===== src/rtl/ws2812_decoder.sv =====
// WS2812B-style NZR decoder: synchronizes the serial LED stream, classifies each
// high pulse by width, assembles 24-bit LSB-first pixel words, tracks the pixel
// index within a frame and detects the long low latch gap that ends a frame.
module ws2812_decoder #(
    parameter int BIT_THRESH   = 24,
    parameter int MIN_HIGH     = 4,
    parameter int MAX_HIGH     = 64,
    parameter int RESET_CYCLES = 1000,
    parameter int CNT_W        = 11
) (
    input  logic        clk,
    input  logic        reset,
    input  logic        din,
    output logic [23:0] pixel,
    output logic        pixel_valid,
    output logic [8:0]  pixel_index,
    output logic        frame_done,
    output logic        pulse_err
);

    localparam logic [CNT_W-1:0] GAP_C = CNT_W'(RESET_CYCLES);
    localparam logic [CNT_W-1:0] MAX_C = CNT_W'(MAX_HIGH);
    localparam logic [CNT_W-1:0] MIN_C = CNT_W'(MIN_HIGH);
    localparam logic [CNT_W-1:0] THR_C = CNT_W'(BIT_THRESH);

    typedef enum logic [1:0] {
        SYNC = 2'd0,
        LOW  = 2'd1,
        HIGH = 2'd2
    } state_t;

    state_t           state, state_nx;
    logic             din_meta, din_s;
    logic [CNT_W-1:0] cnt, cnt_nx, cnt_inc;
    logic [4:0]       bit_cnt, bit_cnt_nx;
    logic [23:0]      word, word_nx, pixel_nx;
    logic [8:0]       pixel_index_nx;
    logic             have_pix, have_pix_nx;
    logic             pixel_valid_nx, frame_done_nx, pulse_err_nx;

    assign cnt_inc = cnt + 1'b1;

    // Two-flop synchronizer for the asynchronous serial input.
    always_ff @(posedge clk or negedge reset) begin
        if (!reset) begin
            din_meta <= 1'b0;
            din_s    <= 1'b0;
        end else begin
            din_meta <= din;
            din_s    <= din_meta;
        end
    end

    // State, counters and output pulse registers.
    always_ff @(posedge clk or negedge reset) begin
        if (!reset) begin
            state       <= SYNC;
            cnt         <= '0;
            bit_cnt     <= '0;
            have_pix    <= 1'b0;
            pixel       <= '0;
            pixel_valid <= 1'b0;
            pixel_index <= '0;
            frame_done  <= 1'b0;
            pulse_err   <= 1'b0;
        end else begin
            state       <= state_nx;
            cnt         <= cnt_nx;
            bit_cnt     <= bit_cnt_nx;
            have_pix    <= have_pix_nx;
            pixel       <= pixel_nx;
            pixel_valid <= pixel_valid_nx;
            pixel_index <= pixel_index_nx;
            frame_done  <= frame_done_nx;
            pulse_err   <= pulse_err_nx;
        end
    end

    // Shift register holding the word under assembly; every bit is rewritten
    // before a commit, so it needs no reset.
    always_ff @(posedge clk) begin
        word <= word_nx;
    end

    // Next-state logic: pulse-width classification, word assembly, gap handling.
    always_comb begin
        state_nx       = state;
        cnt_nx         = cnt;
        bit_cnt_nx     = bit_cnt;
        word_nx        = word;
        pixel_nx       = pixel;
        have_pix_nx    = have_pix;
        pixel_valid_nx = 1'b0;
        frame_done_nx  = 1'b0;
        pulse_err_nx   = 1'b0;
        // The index advances in the cycle after a word is presented.
        pixel_index_nx = pixel_valid ? pixel_index + 9'd1 : pixel_index;

        case (state)
            SYNC: begin
                if (din_s) begin
                    cnt_nx = '0;
                end else if (cnt != GAP_C) begin
                    cnt_nx = cnt_inc;
                    if (cnt_inc == GAP_C) begin
                        state_nx       = LOW;
                        bit_cnt_nx     = '0;
                        pixel_index_nx = '0;
                        have_pix_nx    = 1'b0;
                    end
                end
            end

            LOW: begin
                if (din_s) begin
                    state_nx = HIGH;
                    cnt_nx   = CNT_W'(1);
                end else if (cnt != GAP_C) begin
                    cnt_nx = cnt_inc;
                    // Saturation at GAP_C makes this fire once per gap.
                    if (cnt_inc == GAP_C) begin
                        if (bit_cnt != 5'd0) begin
                            pulse_err_nx   = 1'b1;
                            bit_cnt_nx     = '0;
                            pixel_index_nx = '0;
                            have_pix_nx    = 1'b0;
                        end else if (have_pix) begin
                            frame_done_nx  = 1'b1;
                            pixel_index_nx = '0;
                            have_pix_nx    = 1'b0;
                        end
                    end
                end
            end

            HIGH: begin
                if (din_s) begin
                    if (cnt >= MAX_C) begin
                        pulse_err_nx = 1'b1;
                        state_nx     = SYNC;
                        cnt_nx       = '0;
                    end else begin
                        cnt_nx = cnt_inc;
                    end
                end else if (cnt < MIN_C) begin
                    pulse_err_nx = 1'b1;
                    state_nx     = SYNC;
                    cnt_nx       = '0;
                end else begin
                    word_nx[bit_cnt] = (cnt >= THR_C);
                    state_nx         = LOW;
                    cnt_nx           = CNT_W'(1);
                    if (bit_cnt == 5'd23) begin
                        pixel_nx       = word_nx;
                        pixel_valid_nx = 1'b1;
                        bit_cnt_nx     = '0;
                        have_pix_nx    = 1'b1;
                    end else begin
                        bit_cnt_nx = bit_cnt + 5'd1;
                    end
                end
            end

            default: begin
                state_nx = SYNC;
                cnt_nx   = '0;
            end
        endcase
    end

endmodule


===== config.mk =====
export PLATFORM = sky130hd
export DESIGN_NAME = ws2812_decoder
export DESIGN_NICKNAME = d
export VERILOG_FILES = /design/src/rtl/ws2812_decoder.sv
export SDC_FILE = /design/constraint.sdc
export NUM_CORES = 1
export LEC_CHECK = 0
export ABC_AREA = 1
export BUFFER_PORTS_ARGS = -buffer_cell sky130_fd_sc_hd__buf_4
export CAP_MARGIN = 5
export CORE_ASPECT_RATIO = 1.75
export CORE_MARGIN = 4
export CORE_UTILIZATION = 50
export CTS_CLUSTER_DIAMETER = 200
export DETAILED_ROUTE_END_ITERATION = 16
export PLACE_DENSITY = 0.78
export SYNTH_ARGS = -nofsm -noshare
export SYNTH_HDL_FRONTEND = slang
export SYNTH_SLANG_ARGS = --single-unit

===== constraint.sdc =====
create_clock -name clk -period 2.5 [get_ports clk]
set_input_delay 0.25 -clock clk [delete_from_list [all_inputs] [get_ports clk]]
set_output_delay 0.25 -clock clk [all_outputs]
set_load 0.05 [all_outputs]

==> Yosys cells after proc, flatten, opt, wreduce, memory -nomap -nowiden <==
Cells that the tools add are included.
{ "totals": {"reg_bits": 81, "in_bits": 3, "output_inout_bits": 36, "word_cells": 117} }
{ "classes": {"add_sub_neg": 3, "order_cmp": 5, "eq_ne": 20, "mux": 64, "bitwise": 2, "reduce_logical": 11} }
{ "op_table": {"columns": ["cell", "n"], "rows": [
  ["2-to-1 mux 9 bit", 9],
  ["2-to-1 mux 11 bit", 5],
  ["2-to-1 mux 5 bit", 10],
  ["one-hot mux 11 bit (3 select lines)", 1],
  ["2-to-1 mux 1 bit", 26],
  ["bitwise mux 24 bit", 1],
  ["inequality test 2 bit (second input constant)", 12],
  ["one-hot mux 9 bit (2 select lines)", 1],
  ["one-hot mux 5 bit (3 select lines)", 1],
  ["2-to-1 mux 2 bit", 6],
  ["adder 11 x 1 -> 11 bit (second input constant)", 1],
  ["equality test 11 x 10 -> 1 bit (second input constant)", 1],
  ["greater-or-equal comparator 11 x 5 -> 1 bit (second input constant)", 1],
  ["greater-or-equal comparator 11 x 7 -> 1 bit (second input constant)", 1],
  ["< comparator 11 x 3 -> 1 bit (second input constant)", 1],
  ["inequality test 11 x 10 -> 1 bit (second input constant)", 1],
  ["AND reduction 10 bit", 1],
  ["adder 9 x 1 -> 9 bit (second input constant)", 1],
  ["AND reduction 7 bit", 1],
  ["< comparator 5 x 6 -> 1 bit (second input constant)", 1],
  ["one-hot mux 2 bit (3 select lines)", 1],
  ["adder 5 x 1 -> 5 bit (second input constant)", 1],
  ["demux 1 bit (select 5 bit)", 1],
  ["equality test 5 bit (second input constant)", 1],
  ["other kinds (16)", 19]
]} }

==> Longest topological paths before layout <==
Gate-level depths: netlist (run 1).
{ "logic_depth": {"word_depth": 8, "depth_mapped": 13, "ltp_nobuf": 13} }

==> Least setup slack after synthesis (run 1) <==
OpenSTA, ideal clock, no wires.
{ "synth_path": {"path_kind": "reg2reg", "start": "register state[0]", "end": "register pixel[12]", "setup_time_ns": 0.066, "arrival_ns": 2.177, "t_required_ns": 2.434, "setup_slack_ns": 0.257, "path_stages_with_launch": 11, "path_buffers": 2, "synth_period_minus_slack_ns": 2.243, "cell_sequence": "dfrtp_1 inv_1 ha_1 clkbuf_1 nand3_1 inv_1 nand2_2 inv_1 buf_2 nand2_1 nand2_1"} }
{ "synth_between": {"elab_chain_len": 2} }
{ "synth_rtl": {"columns": ["element", "line_no", "rtl"], "rows": [
  ["start: declaration", "32", "state_t state, state_nx;"],
  ["start signal: assignment", "67", "state <= state_nx;"],
  ["equality test 2 bit", "99", "case (state)"],
  ["AND reduction 4 bit (no line)", null, null],
  ["end signal: assignment", "71", "pixel <= pixel_nx;"],
  ["end: declaration", "14", "output logic [23:0] pixel,"]
]} }
Every way passes these cells.
A chain may end at the register's enable or synchronous reset.

==> Worst setup path in the final report (run 1) <==
{ "layout_path": {"start": "register bit_cnt[0]", "end": "register pixel_index[0]"} }
{ "layout_between": {"elab_chain_len": 6} }
{ "layout_rtl": {"columns": ["element", "line_no", "rtl"], "rows": [
  ["start: declaration", "35", "logic [4:0] bit_cnt, bit_cnt_nx;"],
  ["start signal: assignment", "69", "bit_cnt <= bit_cnt_nx;"],
  ["nonzero test 5 bit", "122", "if (bit_cnt != 5'd0) begin"],
  ["2-to-1 mux 9 bit", "122", null],
  ["2-to-1 mux 9 bit", "121", "if (cnt_inc == GAP_C) begin"],
  ["2-to-1 mux 9 bit", "118", "end else if (cnt != GAP_C) begin"],
  ["2-to-1 mux 9 bit", "115", "if (din_s) begin"],
  ["one-hot mux 9 bit (2 select lines)", "99", null],
  ["net pixel_index_nx[0]", "37", "logic [8:0] pixel_index_nx;"],
  ["end signal: assignment", "73", "pixel_index <= pixel_index_nx;"],
  ["end: declaration", "16", "output logic [8:0] pixel_index,"]
]} }
The timed path passes the listed nets, and every way through them passes these cells.

==> results of run 1 <==
worst max-delay path, stage by stage, from the launching register on:
cell,delay (ns)
dfrtp_1,0.45
inv_1,0.11
ha_1,0.15
clkinv_1,0.25
nor2_1,0.35
nand2_1,0.15
nor2_1,0.11
nor2_1,0.06
nand4_2,0.19
nand3_1,0.10
inv_1,0.06
area by class of cell:
class	count	area [um^2]	area share [%]
repair buffers	42	317.8	6.526
clock buffers	10	229.0	4.702
inverters	53	198.9	4.085
flip-flops and latches	80	2117	43.47
multi-input cells	347	1802	37.00
clock inverters	6	92.59	1.901
well taps	90	112.6	2.312
cells by family after synthesis:
group,synth area share [%]
flip-flops,50.73
adder cells (fa/ha/maj),3.298
AO/OA/AOI/OAI,8.666
buffers and inverters,6.087
XOR/XNOR,1.049
AND/OR/NAND/NOR,30.16
routing by layer:
metal / share of wire (%) / track usage (%) / vias up
met5: 0 / 0 / -
met4: 4.4 / 12.68 / 0
met3: 2.8 / 3.291 / 25
met2: 55 / 36.54 / 72
met1: 38 / 20.88 / 1592
li1: - / - / 1670
cell usage after synthesis, drive strengths merged (2+ instances only):
library cell	number	area share, %
a21oi	16	2.5
buf	7	0.84
clkbuf	5	0.48
clkinv	3	0.27
dfrtp	57	34
edfxtp	23	17
ha	11	3.3
inv	50	4.5
nand2	161	15
nand3	40	6.2
nand3b	2	0.36
nand4	6	1.2
nor2	54	5.7
nor3	4	0.48
o21a	3	0.54
o21ai	26	3.1
o31ai	12	2.2
or2	3	0.45
xor2	5	1.0
how the worst max path moves through the flow:
| stage | from | to | cells after the start |
|---|---|---|---|
| global placement | state[0]$_DFFE_PN0P_ | pixel_index[5]$_DFF_PN0_ | 9 |
| detailed placement | bit_cnt[0]$_DFFE_PN0P_ | pixel_index[0]$_DFF_PN0_ | 10 |
| CTS | bit_cnt[0]$_DFFE_PN0P_ | pixel_index[0]$_DFF_PN0_ | 10 |
| global route | bit_cnt[0]$_DFFE_PN0P_ | pixel_index[4]$_DFF_PN0_ | 10 |
| finish | bit_cnt[0]$_DFFE_PN0P_ | pixel_index[0]$_DFF_PN0_ | 10 |
| floorplan | state[0]$_DFFE_PN0P_ | pixel[12]$_DFFE_PN0P_ | 10 |
state kept, by name (all words and copies together), names as in the netlist, 2 cells and up:
signal       cells
word            23
pixel_index      9
pixel           24
state            2
bit_cnt          5
cnt             11
per-stage QoR:
step	utilization, %	power, mW	std cells
floorplan	-	1.399	492
global placement	56.61	1.426	611
detailed placement	56.61	1.428	611
CTS	60.75	2.834	628
global route	60.75	2.895	628
finish	60.75	2.810	628
power breakdown:
part / total (mW) / leakage (nW) / switching, mW / internal (mW)
combinational: 0.0488 / 1.21 / 0.0365 / 0.0123
sequential: 1.35 / 0.923 / 0.00787 / 1.35
clock: 1.41 / 0.155 / 0.527 / 0.881
==> run summary, run 1 <==
R2r endpoint: pixel_index[0]$_DFF_PN0_
Fin area: 0.004870 mm^2
RSZ-0062 raised after global routing: false
Maximum VDD drop: 0.3949 mV
Initial antenna violation count: 0
Min cycle time layout: 2.036 ns
H-tree depth: 3
R2R cell count: 10
GPL Wtd Cong: 0.9357
Sink Count: 80
Initial core utilization: 52.05%
PD cells: 577.0 mW/mm^2
Hold path depth: 1
Setup WS post-layout: 0.4640 ns
Syn_nets: 506
Crit. End Element: register
Most used DFF post-synth: dfrtp_1
Number of port buffers: 38
Startpoint Class: register
Crit path DAT: 2.32 ns
Post-Place Worst Slack: 0.4721 ns
Io pins: 39
Filler Cell Count: 689
Hold_ws: 0.01704 ns
DR iter-0 viols: 140
Die Area: 0.009929 mm^2
Share of layout cells above drive strength 1: 17.29%
Rel. slew slack: 51.64%
Final setup violation count: 0
Number of synthesized register bits: 80
Hold EP: din_meta$_DFF_PN0_
Overflow after GRT: 0
Commonest non-fill, non-tap cell in the layout: nand2_1
CP max FO: 10
Outcome: complete, no violations
Nets@finish: 547
Setup TNS: 0 ns
Hold crit path type: input pin to register
Commonest non-fill, non-tap cells in the layout: 149 x nand2_1, 57 x dfrtp_1, 48 x nor2_1, 46 x inv_1, 41 x buf_4
N_diodes: 0
Root Buffer: clkbuf_16
Core area: 0.008016 mm^2
Die extent in y: 128.9 um
DRC viols: 0
Post-Syn Area: 0.004173 mm^2
Max Cap Viol: 0
Seq/Total Area, Yosys: 50.73%
Fraction of registers with async set/reset: 71.25%
CTS tree: yes
Post-route ant nets: 0
Routed wire length: 9192 um
Synthesis Warnings: 0
Synth Instances: 492
LEAKAGE: 2.287 nW
Post-synth EDFFs: 23
Hold_sp: din
Layout area overhead: 16.70%
Synthesized area per cell: 8.481 um^2
Clock buffer depth: 2
Floorplan row count: 43
Count of different cell masters after synthesis: 34
Hpwl dp: 6818 um
# resized after CTS: 0
Crit share post-route: 81.44%
Kind of critical path: register to register
Die Wd: 77.06 um
Hold Fails Final Rpt: 0
Worst-Skew Late Latency: 0.34 ns
FMAX: 491.1 MHz
Largest net degree at the start of global routing: 58
Post-CTS Hold Buffers: 1
Worst slew pin tran: 0.7254 ns
Gr usage total: 19.89%
Vias per cell: 5.349
Number of iterations in the first detailed-routing pass: 4
DR WL/cell: 14.64 um
R2R setup slack: 0.46 ns
Placed cell area: 0.004538 mm^2
Setup repair bufs after CTS: 0
Vias in the first global route: 3,403
Clock skew: 0.005664 ns
Critical Path RT: 2.78 ns
Clock-pin slew on the worst setup and hold paths: 0.06 ns
First-pass GRT wire length: 15,480 um
Via count: 3,359
RR Startpoint: bit_cnt[0]$_DFFE_PN0P_
Number of CTS-inserted buffers: 9
Final Max Tran Viols: 0
(Power assumes the default switching activity.)
==> inputs of run 2 (changes only) <==
Settings changed: PLACE_DENSITY 0.78 to 0.81.
Clock period 2.5 ns to 1.6 ns, I/O delays scaled along.
==> run 2 against run 1 <==
  * The run now ends with setup timing left
  * First-iteration DRC count rose to 2.8 times the previous value
  * Via count increased by 31%
  * Sequential cell count unchanged
  * Largest power group unchanged
  * Maximum frequency up 7.2%
  * Final area up 37%
  * Clock power increased by 64%
  * Die area stayed put
  * Clock skew is 0.0047 ns higher
  * Sequential power increased by 56%
  * Critical endpoint is now bit_cnt[3]$_DFFE_PN0P_
  * Critical path depth is 2 higher
  * Utilization is 22 points higher
  * Count of clock-buffer cells in the layout decreased by 1
==> run summary, run 2 (same netlist as run 1, synthesis figures left out) <==
Outcome: finished with violations
Failing checks: setup timing
Min cycle time layout: 1.899 ns
Dpl cells: 650
Final Non-Filler Cells: 724
Clock-pin slew on the worst setup and hold paths: 0.07 ns
Crit path max-delay family: simple AND/OR/NAND/NOR gates
Register bank with the most flops: pixel
Layout area overhead: 59.64%
Core area: 0.008016 mm^2
CP max FO: 6
Nets@finish: 643
Placed cell area: 0.004901 mm^2
Stages on the worst setup path: 12
R2R cell count: 12
Regs by FF count: pixel: 24 flops, word: 23 flops, cnt: 11 flops
CP max-delay cell: dfrtp_1
R2R setup slack: -0.30 ns
Via count: 4,406
Worst Path Buf+Inv: 1
Final Core Density: 83.10%
Hpwl dp: 7274 um
Root Buffer: clkbuf_16
Maximum VDD drop: 1.052 mV
Die Wd: 77.06 um
RSZ-0062 raised after global routing: true
Post-route ant nets: 0
Setup TNS: -16.02 ns
Critical path's largest stage delay: 0.42 ns
RR Startpoint: cnt[1]$_DFF_PN0_
Sink Count: 80
DR iter-0 viols: 388
Die extent in y: 128.9 um
Number of iterations in the first detailed-routing pass: 5
CTS tree: yes
Worst path cell trace: ha_4, nand3_4, nor2_4, buf_4, nand3b_1, nand2_2, nor2_2, nand3_2, nand2_4, nand3_4, nand2_1, nand2_1
Hold EP: din_s$_DFF_PN0_
Number of flip-flops in the largest register: 24
Largest net degree at the start of global routing: 58
Crit path DAT: 2.14 ns
LEAKAGE: 2.971 nW
Critical Path RT: 1.84 ns
Number of port buffers: 38
Startpoint Class: register
Die Area: 0.009929 mm^2
R2r endpoint: bit_cnt[3]$_DFFE_PN0P_
Crit share post-route: 118.7%
Fin area: 0.006661 mm^2
FMAX: 526.7 MHz
Kind of critical path: register to register
H-tree depth: 3
Io pins: 39
Commonest non-fill, non-tap cell in the layout: buf_4
Final setup violation count: 95
Hold Fails Final Rpt: 0
First-pass GRT wire length: 19,820 um
Final Max Tran Viols: 0
Gr usage total: 25.56%
Vias in the first global route: 4,121
Hold_sp: din_meta$_DFF_PN0_
Commonest non-fill, non-tap cells in the layout: 99 x buf_4, 96 x nand2_1, 48 x dfrtp_1, 46 x nand2_2, 37 x inv_1
Share of layout cells above drive strength 1: 52.21%
Number of CTS-inserted buffers: 9
GPL Wtd Cong: 0.8676
Worst-Skew Late Latency: 0.35 ns
Overflow after GRT: 0
Clock skew: 0.01040 ns
Hold path depth: 0
Setup WS post-layout: -0.2987 ns
Floorplan row count: 43
Filler Cell Count: 380
Clock buffer depth: 2
DR WL/cell: 23.03 um
Initial antenna violation count: 0
DRC viols: 0
Pwr Total: 4.559 mW
Crit. End Element: register
PD cells: 684.3 mW/mm^2
Vias per cell: 6.086
Max Cap Viol: 0
Hold crit path type: register to register
N_diodes: 0
Routed wire length: 16,670 um
Worst slew pin tran: 0.7505 ns
Rel. slew slack: 49.97%
Initial core utilization: 52.05%
run 2: cell count changes in the layout (fill, tap and decap cells not counted), sizes merged:
| cell | before | now |
|---|---|---|
| nand4 | 6 | 7 |
| clkbuf | 10 | 12 |
| inv | 51 | 53 |
| dlygate4sd3 | 1 | 2 |
| buf | 41 | 128 |
| clkinvlp | 1 | 5 |
| clkinv | 5 | 4 |
run 2: area by class of cell:
| cell class | count | area [um^2] | area share, % |
|---|---|---|---|
| multi-input combinational | 348 | 2530 | 37.98 |
| sequential | 80 | 2128 | 31.95 |
| timing repair buffer | 133 | 1271 | 19.08 |
| inverter | 53 | 236.5 | 3.550 |
| clock buffer | 9 | 225.2 | 3.381 |
| tap | 90 | 112.6 | 1.690 |
| clock inverter | 7 | 103.9 | 1.559 |
| timing repair inverter | 4 | 53.80 | 0.8077 |
run 2: how the worst max path moves through the flow:
| stage | start | endpoint | slack, ns |
|---|---|---|---|
| after global routing | cnt[0]$_DFF_PN0_ | bit_cnt[3]$_DFFE_PN0P_ | -0.41 |
| after CTS | cnt[1]$_DFF_PN0_ | bit_cnt[3]$_DFFE_PN0P_ | -0.25 |
| after global placement | cnt[0]$_DFF_PN0_ | bit_cnt[3]$_DFFE_PN0P_ | -0.19 |
| final | cnt[1]$_DFF_PN0_ | bit_cnt[3]$_DFFE_PN0P_ | -0.30 |
| after detailed placement | cnt[0]$_DFF_PN0_ | bit_cnt[0]$_DFFE_PN0P_ | -0.29 |
| after floorplan | cnt[9]$_DFF_PN0_ | pixel[12]$_DFFE_PN0P_ | -0.27 |
run 2: metrics by stage:
step                hold WS, ns  setup slack (ns)
floorplan               -0.1356           -0.2654
global placement         0.2584           -0.1869
detailed placement       0.2677           -0.2890
CTS                      0.3497           -0.2520
global route             0.3801           -0.4076
finish                   0.3638           -0.2987
run 2: what timing repair did:
item | 4_1_cts | 5_1_grt
gates resized for setup | 91 | 145
cloned | 7 | 5
hold buffers | 2 | 0
pin swaps | 35 | 23
endpoints found under the setup margin | 77 | 101
setup buffers | 37 | 19
hold endpoints to repair | 58 | 0
run 2: worst reg2reg max path, stage by stage (launching register included):
cell and delay, ns:
dfrtp_1 0.42, ha_4 0.20, nand3_4 0.10, nor2_4 0.06, buf_4 0.14, nand3b_1 0.12, nand2_2 0.10, nor2_2 0.14
nand3_2 0.13, nand2_4 0.13, nand3_4 0.10, nand2_1 0.10, nand2_1 0.06
run 2: metal layers:
layer | vias to the layer above | wire (um) | track usage (%) | part of all wire (%)
li1 | 1879 | - | - | -
met1 | 2120 | 5464 | 25.34 | 33
met2 | 284 | 8692 | 47.17 | 52
met3 | 123 | 1081 | 4.902 | 6.5
met4 | 0 | 1436 | 18.24 | 8.6
met5 | - | 0 | 0 | 0
run 2: power breakdown:
group          total (mW)  switching [mW]  internal (mW)  leakage, nW
clock                2.31           0.927           1.39        0.154
combinational       0.133          0.0835         0.0494         1.91
sequential           2.11          0.0109           2.10        0.908
